`src/rtl/calc_entry_ctrl.sv`:
```
// Keypad entry sequencer: debounces the one-hot key bus, builds two BCD operands and adds them.
// Define CALC_ECHO_EN to enable the one-entry LCD echo buffer and busy/write handshake.
module calc_entry_ctrl #(
    parameter int unsigned MAX_DIGITS   = 2,
    parameter int unsigned DEBOUNCE_CYC = 4
) (
    input  logic                      clk,
    input  logic                      rst,
    input  logic [11:0]               i_sw_push,
    input  logic                      i_lcd_busy,
    output logic                      o_lcd_wr,
    output logic [7:0]                o_lcd_data,
    output logic [4*MAX_DIGITS-1:0]   o_opnd_a,
    output logic [4*MAX_DIGITS-1:0]   o_opnd_b,
    output logic [4*MAX_DIGITS+3:0]   o_result,
    output logic                      o_result_vld,
    output logic [1:0]                o_state
);

    localparam int unsigned OPW  = 4 * MAX_DIGITS;
    localparam int unsigned RESW = OPW + 4;
    localparam int unsigned CNTW = $clog2(DEBOUNCE_CYC);
    localparam int unsigned NDW  = $clog2(MAX_DIGITS + 1);
    localparam int unsigned IDXW = (MAX_DIGITS > 1) ? $clog2(MAX_DIGITS) : 1;

    typedef enum logic [1:0] {
        S_A    = 2'd0,
        S_B    = 2'd1,
        S_ADD  = 2'd2,
        S_DONE = 2'd3
    } state_t;

    state_t            state_q, state_d;
    logic [11:0]       last_q;
    logic [CNTW-1:0]   cnt_q, cnt_d;
    logic              armed_q, armed_d;
    logic [OPW-1:0]    a_q, a_d, b_q, b_d;
    logic [RESW-1:0]   res_q, res_d;
    logic              vld_q, vld_d;
    logic [NDW-1:0]    nda_q, nda_d, ndb_q, ndb_d;
    logic [IDXW-1:0]   idx_q, idx_d;
    logic              carry_q, carry_d;

    logic              key_vld, key_evt, clr_evt;
    logic [3:0]        dig;
    logic              can_echo, echo_req;
    logic [7:0]        echo_ch;
    logic [3:0]        a_dig, b_dig;
    logic [4:0]        dsum;

    assign key_vld = (i_sw_push != '0) && ((i_sw_push & (i_sw_push - 12'd1)) == '0);

    // Count stays parked at DEBOUNCE_CYC-1 so a long hold fires exactly once while armed.
    always_comb begin
        cnt_d   = cnt_q;
        armed_d = armed_q;
        key_evt = 1'b0;
        if (!key_vld) begin
            cnt_d   = '0;
            armed_d = 1'b1;
        end else if (i_sw_push != last_q) begin
            cnt_d = CNTW'(1);
        end else if (cnt_q == CNTW'(DEBOUNCE_CYC - 1)) begin
            key_evt = armed_q;
            armed_d = 1'b0;
        end else begin
            cnt_d = cnt_q + CNTW'(1);
        end
    end

    always_comb begin
        dig = '0;
        for (int unsigned i = 0; i < 10; i++) begin
            if (i_sw_push[11-i]) dig = 4'(i);
        end
    end

    assign clr_evt = key_evt && i_sw_push[0];

    assign a_dig = a_q[4*idx_q +: 4];
    assign b_dig = b_q[4*idx_q +: 4];
    assign dsum  = {1'b0, a_dig} + {1'b0, b_dig} + {4'b0, carry_q};

    always_comb begin
        state_d  = state_q;
        a_d      = a_q;
        b_d      = b_q;
        res_d    = res_q;
        vld_d    = vld_q;
        nda_d    = nda_q;
        ndb_d    = ndb_q;
        idx_d    = idx_q;
        carry_d  = carry_q;
        echo_req = 1'b0;
        echo_ch  = 8'h20;

        if (state_q == S_ADD) begin
            if (dsum > 5'd9) begin
                res_d[4*idx_q +: 4] = 4'(dsum - 5'd10);
                carry_d             = 1'b1;
            end else begin
                res_d[4*idx_q +: 4] = dsum[3:0];
                carry_d             = 1'b0;
            end
            if (idx_q == IDXW'(MAX_DIGITS - 1)) begin
                res_d[OPW +: 4] = {3'b0, carry_d};
                vld_d           = 1'b1;
                state_d         = S_DONE;
            end else begin
                idx_d = idx_q + IDXW'(1);
            end
        end

        if (key_evt) begin
            if (i_sw_push[0]) begin
                state_d = S_A;
                a_d     = '0;
                b_d     = '0;
                res_d   = '0;
                vld_d   = 1'b0;
                nda_d   = '0;
                ndb_d   = '0;
                idx_d   = '0;
                carry_d = 1'b0;
            end else if (i_sw_push[1]) begin
                if (state_q == S_A && can_echo) begin
                    state_d  = S_B;
                    echo_req = 1'b1;
                    echo_ch  = 8'h2B;
                end else if (state_q == S_B && can_echo) begin
                    state_d  = S_ADD;
                    res_d    = '0;
                    vld_d    = 1'b0;
                    idx_d    = '0;
                    carry_d  = 1'b0;
                    echo_req = 1'b1;
                    echo_ch  = 8'h3D;
                end
            end else begin
                if (state_q == S_A) begin
                    if (nda_q < NDW'(MAX_DIGITS) && can_echo) begin
                        a_d      = (a_q << 4) | OPW'(dig);
                        nda_d    = nda_q + NDW'(1);
                        echo_req = 1'b1;
                        echo_ch  = 8'h30 + {4'h0, dig};
                    end
                end else if (state_q == S_B) begin
                    if (ndb_q < NDW'(MAX_DIGITS) && can_echo) begin
                        b_d      = (b_q << 4) | OPW'(dig);
                        ndb_d    = ndb_q + NDW'(1);
                        echo_req = 1'b1;
                        echo_ch  = 8'h30 + {4'h0, dig};
                    end
                end else if (state_q == S_DONE && can_echo) begin
                    state_d  = S_A;
                    a_d      = OPW'(dig);
                    b_d      = '0;
                    res_d    = '0;
                    vld_d    = 1'b0;
                    nda_d    = NDW'(1);
                    ndb_d    = '0;
                    echo_req = 1'b1;
                    echo_ch  = 8'h30 + {4'h0, dig};
                end
            end
        end
    end

    always_ff @(posedge clk) begin
        if (rst) begin
            state_q <= S_A;
            last_q  <= '0;
            cnt_q   <= '0;
            armed_q <= 1'b1;
            a_q     <= '0;
            b_q     <= '0;
            res_q   <= '0;
            vld_q   <= 1'b0;
            nda_q   <= '0;
            ndb_q   <= '0;
            idx_q   <= '0;
            carry_q <= 1'b0;
        end else begin
            state_q <= state_d;
            last_q  <= i_sw_push;
            cnt_q   <= cnt_d;
            armed_q <= armed_d;
            a_q     <= a_d;
            b_q     <= b_d;
            res_q   <= res_d;
            vld_q   <= vld_d;
            nda_q   <= nda_d;
            ndb_q   <= ndb_d;
            idx_q   <= idx_d;
            carry_q <= carry_d;
        end
    end

`ifdef CALC_ECHO_EN
    logic       echo_full_q, echo_full_d;
    logic [7:0] echo_char_q, echo_char_d;
    logic [7:0] lcd_data_q, lcd_data_d;

    assign can_echo   = !echo_full_q;
    // Strobe is combinational on busy so it lands on the first idle cycle; rst/CLR squash it.
    assign o_lcd_wr   = echo_full_q && !i_lcd_busy && !clr_evt && !rst;
    assign o_lcd_data = o_lcd_wr ? echo_char_q : lcd_data_q;

    always_comb begin
        echo_full_d = echo_full_q;
        echo_char_d = echo_char_q;
        lcd_data_d  = lcd_data_q;
        if (o_lcd_wr) begin
            echo_full_d = 1'b0;
            lcd_data_d  = echo_char_q;
        end
        if (echo_req) begin
            echo_full_d = 1'b1;
            echo_char_d = echo_ch;
        end
        if (clr_evt) begin
            echo_full_d = 1'b0;
            echo_char_d = 8'h20;
        end
    end

    always_ff @(posedge clk) begin
        if (rst) begin
            echo_full_q <= 1'b0;
            echo_char_q <= 8'h20;
            lcd_data_q  <= 8'h20;
        end else begin
            echo_full_q <= echo_full_d;
            echo_char_q <= echo_char_d;
            lcd_data_q  <= lcd_data_d;
        end
    end
`else
    logic unused_echo;

    assign can_echo    = 1'b1;
    assign o_lcd_wr    = 1'b0;
    assign o_lcd_data  = 8'h20;
    assign unused_echo = ^{echo_req, echo_ch, i_lcd_busy};
`endif

    assign o_opnd_a     = a_q;
    assign o_opnd_b     = b_q;
    assign o_result     = res_q;
    assign o_result_vld = vld_q;
    assign o_state      = state_q;

endmodule

```
`config.mk`:
```
export PLATFORM = sky130hd
export DESIGN_NAME = calc_entry_ctrl
export DESIGN_NICKNAME = d
export VERILOG_FILES = /design/src/rtl/calc_entry_ctrl.sv
export SDC_FILE = /design/constraint.sdc
export NUM_CORES = 1
export LEC_CHECK = 0
export CORE_UTILIZATION = 48
export CTS_BUF_LIST = sky130_fd_sc_hd__clkbuf_4 sky130_fd_sc_hd__clkbuf_8
export CTS_CLUSTER_DIAMETER = 60
export CTS_CLUSTER_SIZE = 16
export DETAILED_ROUTE_END_ITERATION = 10
export GPL_TIMING_DRIVEN = 0
export HOLD_SLACK_MARGIN = 0.08
export PLACE_DENSITY = 0.8
export SLEW_MARGIN = 20
export SYNTH_ARGS = -nofsm -noshare
export SYNTH_HDL_FRONTEND = slang
export SYNTH_SLANG_ARGS = --single-unit
```
`constraint.sdc`:
```
create_clock -name clk -period 3.1 [get_ports clk]
set_input_delay 0.465 -clock clk [delete_from_list [all_inputs] [get_ports clk]]
set_output_delay 0.465 -clock clk [all_outputs]
set_load 0.1 [all_outputs]
```
Yosys cells after proc, flatten, opt, wreduce, memory -nomap -nowiden:

Index checks and enable logic that the tools add are counted.

* input port bits: 15
* register bits after elaboration: 52
* logic and storage cells: 142

* bitwise operators: 5
* shifts and indexed selects: 5
* reductions and logical operators: 11
* equal/unequal tests: 11
* $add $sub $neg: 9
* magnitude comparators: 3
* muxes and demuxes: 85

Operator list (count)
* 12-bit 2-to-1 mux: 10
* 8-bit 2-to-1 mux: 12
* 4-bit by 34-bit indexed part select with 12-bit output: 2
* 2-bit 2-to-1 mux: 22
* 4-bit 2-to-1 mux: 9
* 3-bit negator with 34-bit output: 1
* 4-bit by 34-bit variable shift with 12-bit output (first input constant): 1
* 1-bit 2-to-1 mux: 30
* 12-bit bitwise mux: 2
* 8-bit by 4-bit OR with 8-bit output: 2
* 8-bit by 4-bit indexed part select with 4-bit output: 2
* 12-bit AND: 1
* 12-bit logical NOT: 1
* 12-bit inequality test: 1
* 12-bit nonzero test: 1
* 12-bit by 1-bit subtractor with 12-bit output (second input constant): 1
* 5-bit AND reduction: 2
* 2-bit by 1-bit adder with 2-bit output (second input constant): 3
* 2-bit equality test (second input constant): 3
* 2-bit inequality test (second input constant): 3
* 3-bit by 2-bit inequality test with 1-bit output (second input constant): 2
* 3-bit nonzero test: 2
* 4-bit by 4-bit adder with 5-bit output: 1
* 5-bit by 1-bit adder with 5-bit output: 1
* 12 further kinds: 14

Longest topological paths before layout:

Gate-level depths: netlist of run 1.

* depth in word-level cells: 15
* mapped depth: 11
* gate-level depth less buffers: 10

Least setup slack after synthesis of run 1:

No wires, ideal clock.

* kind: register to register
* from: reg a_q[0] (netlist: o_opnd_a[0])
* to: reg res_q[1] (netlist: o_result[1])
* setup slack: 0.028 ns
* stages on the path, launching flop included: 10
* library setup time: 0.086 ns
* data arrival time: 2.986 ns
* path through: dfxtp_1 -> mux2_2 -> fa_1 -> inv_1 -> fa_1 -> xor2_1 -> ha_1 -> o31a_1 -> xnor2_1 -> a211oi_1

* longest elaborated chain between the ends: 14
* elaborated cells on any way between the ends: 19
* classes of those cells: add/sub (3); order compare (1); shift (3); mux (12)

Ends and longest elaborated chain
* from (decl): line 37 `logic [OPW-1:0] a_q, a_d, b_q, b_d;`
* from (signal assigned): line 175 `a_q <= '0;`
* from (signal assigned): line 188 `a_q <= a_d;`
* 8-bit by 4-bit indexed part select with 4-bit output (*): line 80 `assign a_dig = a_q[4*idx_q +: 4];`
* 4-bit by 4-bit adder with 5-bit output (*): line 82 `assign dsum = {1'b0, a_dig} + {1'b0, b_dig} + {4'b0, carry_q};`
* 5-bit by 1-bit adder with 5-bit output (*): line 82
* 4-bit subtractor: line 99 `res_d[4*idx_q +: 4] = 4'(dsum - 5'd10);`
* 4-bit by 34-bit indexed part select with 12-bit output: line 99
* 12-bit bitwise mux: line 99
* 12-bit 2-to-1 mux (*): line 98 `if (dsum > 5'd9) begin`
* 12-bit 2-to-1 mux (*): line 97 `if (state_q == S_ADD) begin`
* 12-bit 2-to-1 mux: line 154 `end else if (state_q == S_DONE && can_echo) begin`
* 12-bit 2-to-1 mux: line 147 `end else if (state_q == S_B) begin`
* 12-bit 2-to-1 mux: line 140 `if (state_q == S_A) begin`
* 12-bit 2-to-1 mux: line 125 `end else if (i_sw_push[1]) begin`
* 12-bit 2-to-1 mux: line 115 `if (i_sw_push[0]) begin`
* 12-bit 2-to-1 mux (*): line 114 `if (key_evt) begin`
* to (signal assigned): line 190 `res_q <= res_d;`
* to (decl): line 38 `logic [RESW-1:0] res_q, res_d;`

Every way passes the cells marked *; elsewhere a longest branch is shown, timed or not.
A chain may end at the register's enable or synchronous reset.

Final worst setup path of run 1:

* from: in i_sw_push[2]
* to: reg b_q[1] (netlist: o_opnd_b[1])

* longest elaborated chain between the ends: 7
* elaborated cells on any way between the ends: 16
* classes of those cells: add/sub (1); eq/ne (1); mux (8); bitwise (2); reduce/logical (4)

Ends and longest elaborated chain
* from (decl): line 9 `input logic [11:0] i_sw_push,`
* branches (longest 7 deep; another with 12-bit by 1-bit subtractor with 12-bit output)
* to (signal assigned): line 176 `b_q <= '0;`
* to (signal assigned): line 189 `b_q <= b_d;`
* to (decl): line 37

Several ways; the timed one is not identified. The select of a mux whose other input is x is not followed.

==> flow_summary.ini, run 1 <==
[status]
status = completed

[worst_hold_path]
hp-start = i_sw_push[4]
worstHoldEndpoint = last_q[4]
hold_class = input port to register
hold_depth = 3

[yosys]
ys_seq_elements = 52
synth_warnings = 0
synthTopCellsByArea = dfxtp_1 39%, a21oi_1 5.6%, xor2_1 5.2%
synth.yosys.seq_area_share_pct = 38.6
synthTopCellsByCount = 52 x dfxtp_1, 30 x a21oi_1, 23 x nor2_1
avgSynthCellArea_um2 = 8.68
synthesis.area_um2 = 2700
synth_ff_type = dfxtp_1
synth_top_area_share_pct = 38.6
netlist-cell-type-count = 51
synth_edf_count = 0
yosysMostFrequentCell = dfxtp_1
synth_cells = 311
synthArstFlopShare_pct = 0
synth_top_area_cell = dfxtp_1

[layout]
syn_to_final_growth_pct = 23.3
nets = 387
diodes = 0
finalInstanceArea_um2 = 3330
final_layout_size_suffix_gt1_share_pct = 10.7
fin_cells = 436

[worst_setup_path]
cp_cell_sequence = clkdlybuf4s50_1 > nor2_2 > nand4_1 > mux2i_1 > or4_4 > buf_6 > or4_1 > a21oi_1
crit_family = simple AND/OR/NAND/NOR gates
slowest_stage = or4_4
path_buf_inv = 2
path_class = input port to register
reg2regPathDepth = 9
critical-path-max-stage-delay_ns = 0.60
cp.required_ns = 3.34
worstReg2RegStart = idx_q
endpoint_kind = register
r2r-end = o_result[5]
crit_path_max_fanout = 10
arrival_ns = 3.19
rrSetupSlack_ns = 0.19
cp-start-kind = input port

[sta]
slew_viol_final = 0
period_minus_slack_ns = 2.94
worstMarginPinSlew_ns = 0.983
setup_violations = 0
finalHoldViolCount = 0
hold_ws_ns = 0.469
post-route-period-util_pct = 94.9
rsz0062_at_grt = no
skew_ns = 0.00744
max-slew-margin-rel_pct = 34.3
worst_slack_ns = 0.157
fmax_mhz = 340

[global_route]
first_global_vias = 2222
grt_use_total_pct = 22.2
grt_max_degree = 16
grt_overflow = 0
grt_pass1_wl_um = 10600
antenna_found_initial = 0

[detailed_routing]
routed_wl_um = 6290
vias = 2457
drt_iter0_markers = 191
vias_per_cell = 5.64
antenna_left = 0
wire_per_inst_um = 14.4
firstDrtPassIters = 5
drc = 0

[floorplanning]
start_util_pct = 51.2
die_width_um = 77.0
rows = 26
ios = 55
dieArea_um2 = 5930
coreArea_um2 = 5270
die_h_um = 77.0

[clock_tree]
cts_buffers = 5
ctsLongestPathBuffers = 2
clk_latency_ns = 0.31
path_clk_slew_ns = 0.09
postCtsSetupRepairBufs = 0
cts_tree = done
h-tree-depth = 2
cts-root-buf = clkbuf_8
cts.sinks = 52

[place]
dp_worst_setup_slack_ns = -0.336
place_area_um2 = 3210
numPortBuffers = 40
dp_hpwl_um = 4570
gp_congestion = 0.871
post-place-cells = 428

[power]
powerDensity_nw_per_um2 = 374
peakVddDrop_uv = 186
total_leakage_power_nw = 1.28
finalPower_w = 0.00125

[run]
max-cap-violations = 0
worst max path at each step:
stage / startpoint / endpoint / slack (ns) / depth (start not counted)
floorplan: o_opnd_a[0] / o_result[1] / 0.03 / 9
global route: idx_q / o_result[1] / 0.007 / 9
CTS: idx_q / o_result[5] / 0.02 / 9
finish: i_sw_push[2] / o_opnd_b[1] / 0.16 / 8
global placement: i_sw_push[3] / o_opnd_b[0] / -0.34 / 8
detailed placement: i_sw_push[3] / o_opnd_b[0] / -0.34 / 8
layout make-up:
type	instances	area [um^2]
fillers	471	1940
inverters	9	33.8
well taps	70	87.6
plain buffers	32	173
clock inverters	1	7.51
multi-input cells	225	1490
clock buffers	7	90.1
repair buffers	40	400
flip-flops and latches	52	1040
report_power, final:
group	switching, W	internal [W]	leakage [nW]
logic	0.000111	0.0000449	0.810
registers	0.00000346	0.000676	0.422
clock network	0.000220	0.000191	0.0479
cell families after synthesis:
| family | after synthesis | synth area share (%) |
|---|---|---|
| buffers and inverters | 41 | 7.51 |
| adders and majority gates | 7 | 3.80 |
| DFF | 52 | 38.6 |
| AOI/OAI and AO/OA | 83 | 18.9 |
| and+or+nand+nor | 95 | 20.0 |
| other | 2 | 0.278 |
| muxes | 13 | 5.10 |
| xor gates and xnor gates | 18 | 5.84 |
worst register-to-register path: cells and delay by family, from the launching register on:
kind | cells | cell delay (ns)
muxes | 1 | 0.39
xor gates and xnor gates | 1 | 0.16
adders and majority gates | 3 | 1.14
DFF | 1 | 0.34
buffers and inverters | 2 | 0.28
AOI/OAI and AO/OA | 2 | 0.54
per-layer routing:
metal | routed length, um | share of wire [%] | up-vias | GRT usage [%]
li1 | - | - | 1204 | -
met2 | 2970 | 47 | 101 | 36.6
met3 | 457 | 7.3 | 13 | 3.45
met5 | 0 | 0 | - | 0
met1 | 2720 | 43 | 1139 | 29.2
met4 | 134 | 2.1 | 0 | 8.11
per-stage QoR:
step | utilization, % | setup TNS (ns)
after floorplan | - | 0
after global placement | 61.0 | -5.04
after detailed placement | 61.0 | -5.48
after CTS | 63.0 | 0
after global routing | 63.1 | 0
final | 63.1 | 0
repair_timing:
item,in CTS,in global routing
setup endpoints to repair,7,12
resized for setup,2,4
pin swaps,0,1
hold buffers,0,0
state kept, by name (all words and copies together) (netlist names):
signal	cells
o_state	2
ndb_q	2
idx_q	1
o_opnd_b	8
o_result	12
armed_q	1
last_q	12
cnt_q	2
o_opnd_a	8
o_result_vld	1
carry_q	1
nda_q	2
cells in the final DEF, fill, tap and decap left out, types with 4 or more instances in the layout:
master	count
dfxtp_1	52
clkdlybuf4s50_1	40
a21oi_1	30
nor2_1	23
o21ai_0	20
xor2_1	16
clkbuf_1	12
nor2b_1	12
nand4_1	12
buf_4	10
inv_1	9
nor3_1	9
conb_1	9
a211oi_1	8
mux2i_1	7
nand2_1	7
or4_1	7
mux2_2	6
buf_2	6
clkbuf_8	6
ha_1	5
a21o_1	4
nor3b_1	4
(Power assumes the default switching activity.)
==> run 2, diff against run 1 <==
CORE_MARGIN = 2   (was not set)
SETUP_SLACK_MARGIN = 0.15   (was not set)
==> flow_summary.ini, run 2 (synthesis results as in run 1) <==
[layout]
nFillCells = 498
post-route-util_pct = 62.3
diodes = 0
nets = 389
fin_cells = 440
final_common_cell = dfxtp_1
final_layout_size_suffix_gt1_share_pct = 14.1
mostFrequentLayoutCells = 47 x dfxtp_1, 37 x clkdlybuf4s50_1, 29 x a21oi_1
multiInputGateArea_um2 = 1520
seqCellArea_um2 = 1050
syn_to_final_growth_pct = 26.3

[detailed_routing]
firstDrtPassIters = 4
routed_wl_um = 6210
drt_iter0_markers = 189
vias_per_cell = 5.51
antenna_left = 0
wire_per_inst_um = 14.1
drc = 0
vias = 2423

[global_route]
met3_usage_pct = 3.64
top_usage_layer = met2
grt_max_degree = 16
grt_use_total_pct = 20.1
grt_pass1_wl_um = 9960
grtUsageMet2_pct = 35.3
antenna_found_initial = 0
grt_overflow = 0
use_met1_pct = 25.3
first_global_vias = 2157

[power]
peakVddDrop_uv = 335
powerDensity_nw_per_um2 = 382
total_leakage_power_nw = 1.33

[sta]
worstMarginPinSlew_ns = 0.981
max-slew-margin-rel_pct = 34.4
skew_ns = 0.00909
rsz0062_at_grt = no
fmax_mhz = 353
post-route-period-util_pct = 91.3
period_minus_slack_ns = 2.83
finalHoldViolCount = 0
slew_viol_final = 0
worst_slack_ns = 0.268
setup_violations = 0

[worst_setup_path]
endpoint_kind = register
cp-start-kind = input port
arrival_ns = 3.07
worstReg2RegStart = idx_q
cp.required_ns = 3.34
crit_path_max_fanout = 10
path_class = input port to register
crit_start = i_sw_push[2]

[clock_tree]
h-tree-depth = 2
clk_latency_ns = 0.31
cts_buffers = 5
path_clk_slew_ns = 0.10
cts-root-buf = clkbuf_8
cts.sinks = 52
ctsLongestPathBuffers = 2
cts_tree = done

[floorplanning]
dieArea_um2 = 6240
ios = 55
start_util_pct = 49.3
rows = 27
die_h_um = 79.0
die_width_um = 79.0
coreArea_um2 = 5470

[worst_hold_path]
hold_class = input port to register
hp-start = i_sw_push[4]

[place]
dp_hpwl_um = 4520
dp_worst_setup_slack_ns = -0.340
gp_congestion = 0.867
post-place-cells = 430
numPortBuffers = 40

[run]
max-cap-violations = 0

[status]
status = completed
==> run 2: changes by cell type in the layout (fill, tap and decap cells not counted), moves of 3 or more <==
cell             previous run  this run
dfxtp_1                    52        47
dfxtp_2                     0         5
clkdlybuf4s50_1            40        37
dlymetal6s2s_1              0         3
==> run 2: final timing paths <==
kind                       to  slack, ns  depth (start not counted)
setup / recovery  o_opnd_b[2]       0.27                          8
hold / removal      last_q[4]       0.47                          3
setup reg to reg  o_result[5]       0.29                          9
hold reg to reg       armed_q       0.47                          1
==> run 2: area by class of cell <==
class	count	area share [%]
plain buffers	32	5.29
clock buffers	6	2.24
clock inverters	2	1.03
inverters	9	0.991
multi-input cells	225	44.7
flip-flops and latches	52	30.7
well taps	72	2.64
repair buffers	42	12.4
==> run 2: worst max-delay path: stages <==
cell             delay (ns)
clkdlybuf4s50_1        0.56
nor2_4                 0.25
a31oi_1                0.11
o31a_1                 0.30
or4_4                  0.52
buf_6                  0.16
or4_1                  0.54
a21oi_1                0.16
==> run 2: repair_timing <==
| item | 4_1_cts | 5_1_grt |
|---|---|---|
| setup endpoints to repair | 14 | 16 |
| setup buffers | 0 | 2 |
| pin swaps | 1 | 5 |
| gates resized for setup | 4 | 12 |
| hold buffers | 0 | 0 |
==> run 2: through the flow <==
step	instance area (um^2)	power [W]	hold slack (ns)	setup TNS [ns]
after floorplan	2730	0.000810	0.435	0
after global placement	3220	0.000845	0.442	-5.85
after detailed placement	3220	0.000847	0.450	-5.54
after CTS	3350	0.00131	0.457	0
after global routing	3410	0.00135	0.483	0
final	3410	0.00130	0.468	0
==> run 2: power breakdown <==
group | internal (W) | switching [W]
combinational | 0.0000453 | 0.000113
sequential | 0.000676 | 0.00000338
clock | 0.000249 | 0.000217
total | 0.000969 | 0.000334
==> run 2: routing by layer <==
metal / share of wire [%] / routed length (um)
met4: 1.1 / 71
met2: 49 / 3050
met1: 43 / 2700
met5: 0 / 0
met3: 6.2 / 386
==> run 3, diff against run 2 <==
PLACE_DENSITY = 0.78   (was 0.8)
==> flow_summary.ini, run 3 (synthesis results as in run 1) <==
[worst_setup_path]
path_class = register to register
endpoint_kind = register
crit_path_max_fanout = 10
cp-start-kind = register
cp.required_ns = 3.32
reg2regPathDepth = 9
arrival_ns = 3.07

[sta]
period_minus_slack_ns = 2.85
post-route-period-util_pct = 91.8
max-slew-margin-rel_pct = 34.4
worstMarginPinSlew_ns = 0.981
worst_slack_ns = 0.254
rsz0062_at_grt = no
finalHoldViolCount = 0
skew_ns = 0.0111
fmax_mhz = 351
setup_tns_ns = 0
setup_violations = 0
slew_viol_final = 0

[run]
max-cap-violations = 0

[layout]
diodes = 0
nets = 391
final_layout_size_suffix_gt1_share_pct = 14.6
final_common_cell = dfxtp_1
post-route-util_pct = 62.1
nFillCells = 488
syn_to_final_growth_pct = 25.9
multiInputGateArea_um2 = 1520
finalInstanceArea_um2 = 3400
seqCellArea_um2 = 1050
mostFrequentLayoutCells = 47 x dfxtp_1, 38 x clkdlybuf4s50_1, 30 x a21oi_1

[global_route]
first_global_vias = 2189
grt_pass1_wl_um = 10400
antenna_found_initial = 0
grt_overflow = 0
grt_max_degree = 17
grt_use_total_pct = 20.9

[place]
gp_congestion = 0.857
place_area_um2 = 3220
dp_hpwl_um = 4620
dp_worst_setup_slack_ns = -0.399
numPortBuffers = 40

[detailed_routing]
wire_per_inst_um = 14.5
vias = 2456
routed_wl_um = 6400
vias_per_cell = 5.56
drc = 0
drt_iter0_markers = 149
antenna_left = 0
firstDrtPassIters = 4

[clock_tree]
ctsLongestPathBuffers = 2
cts.sinks = 52
clk_latency_ns = 0.31
cts_buffers = 5
h-tree-depth = 2
path_clk_slew_ns = 0.09
cts-root-buf = clkbuf_8
cts_hold_buf = 0
cts_tree = done

[status]
status = completed

[floorplanning]
dieArea_um2 = 6240
die_width_um = 79.0
start_util_pct = 49.3
die_h_um = 79.0
ios = 55
rows = 27
coreArea_um2 = 5470

[power]
peakVddDrop_uv = 182
powerDensity_nw_per_um2 = 361
finalPower_w = 0.00123
total_leakage_power_nw = 1.32

[worst_hold_path]
hold_class = register to register
hold_depth = 1
==> run 3: worst max-delay path, stage by stage (launching register included) <==
cell      delay, ns
dfxtp_2        0.36
buf_8          0.15
mux2_2         0.38
fa_2           0.35
inv_1          0.08
fa_2           0.46
ha_2           0.22
o31a_1         0.37
xnor2_1        0.17
a211oi_1       0.22
==> run 3: metrics by stage <==
step	instances	hold WS, ns
2_1_floorplan	318	0.435
3_3_place_gp	430	0.442
3_5_place_dp	430	0.456
4_1_cts	438	0.476
5_1_grt	442	0.492
6_report	442	0.477
==> run 3: final timing paths <==
path | startpoint | end | slack, ns
hold / removal | armed_q | armed_q | 0.48
setup reg to reg | idx_q | o_result[5] | 0.25
hold reg to reg | armed_q | armed_q | 0.48
setup / recovery | idx_q | o_result[5] | 0.25
==> run 3: power by group <==
group	internal, W	switching (W)	leakage [nW]
Sequential	0.000676	0.00000364	0.425
Clock	0.000158	0.000226	0.0479
Combinational	0.0000481	0.000115	0.852
==> run 3: metal layers <==
metal	vias to the layer above	part of all wire (%)	global-route usage [%]
met5	-	0	0
met4	0	1.5	6.55
met3	9	5.5	4.09
met2	81	48	33.0
met1	1150	45	28.9
li1	1216	-	-
==> run 3: what timing repair did <==
| item | CTS | global route |
|---|---|---|
| pin swaps | 1 | 5 |
| gates resized for setup | 4 | 11 |
| setup endpoints to repair | 23 | 26 |
| setup buffers | 0 | 4 |
| endpoints found under the hold margin | 0 | 0 |
==> run 3: final cells by class <==
type                    instances  share of cell area (%)
multi-input cells             225                    44.8
flip-flops and latches         52                    30.8
repair buffers                 44                    12.8
plain buffers                  32                    5.30
well taps                      72                    2.65
clock buffers                   5                    2.03
inverters                       9                   0.994
clock inverters                 3                   0.552
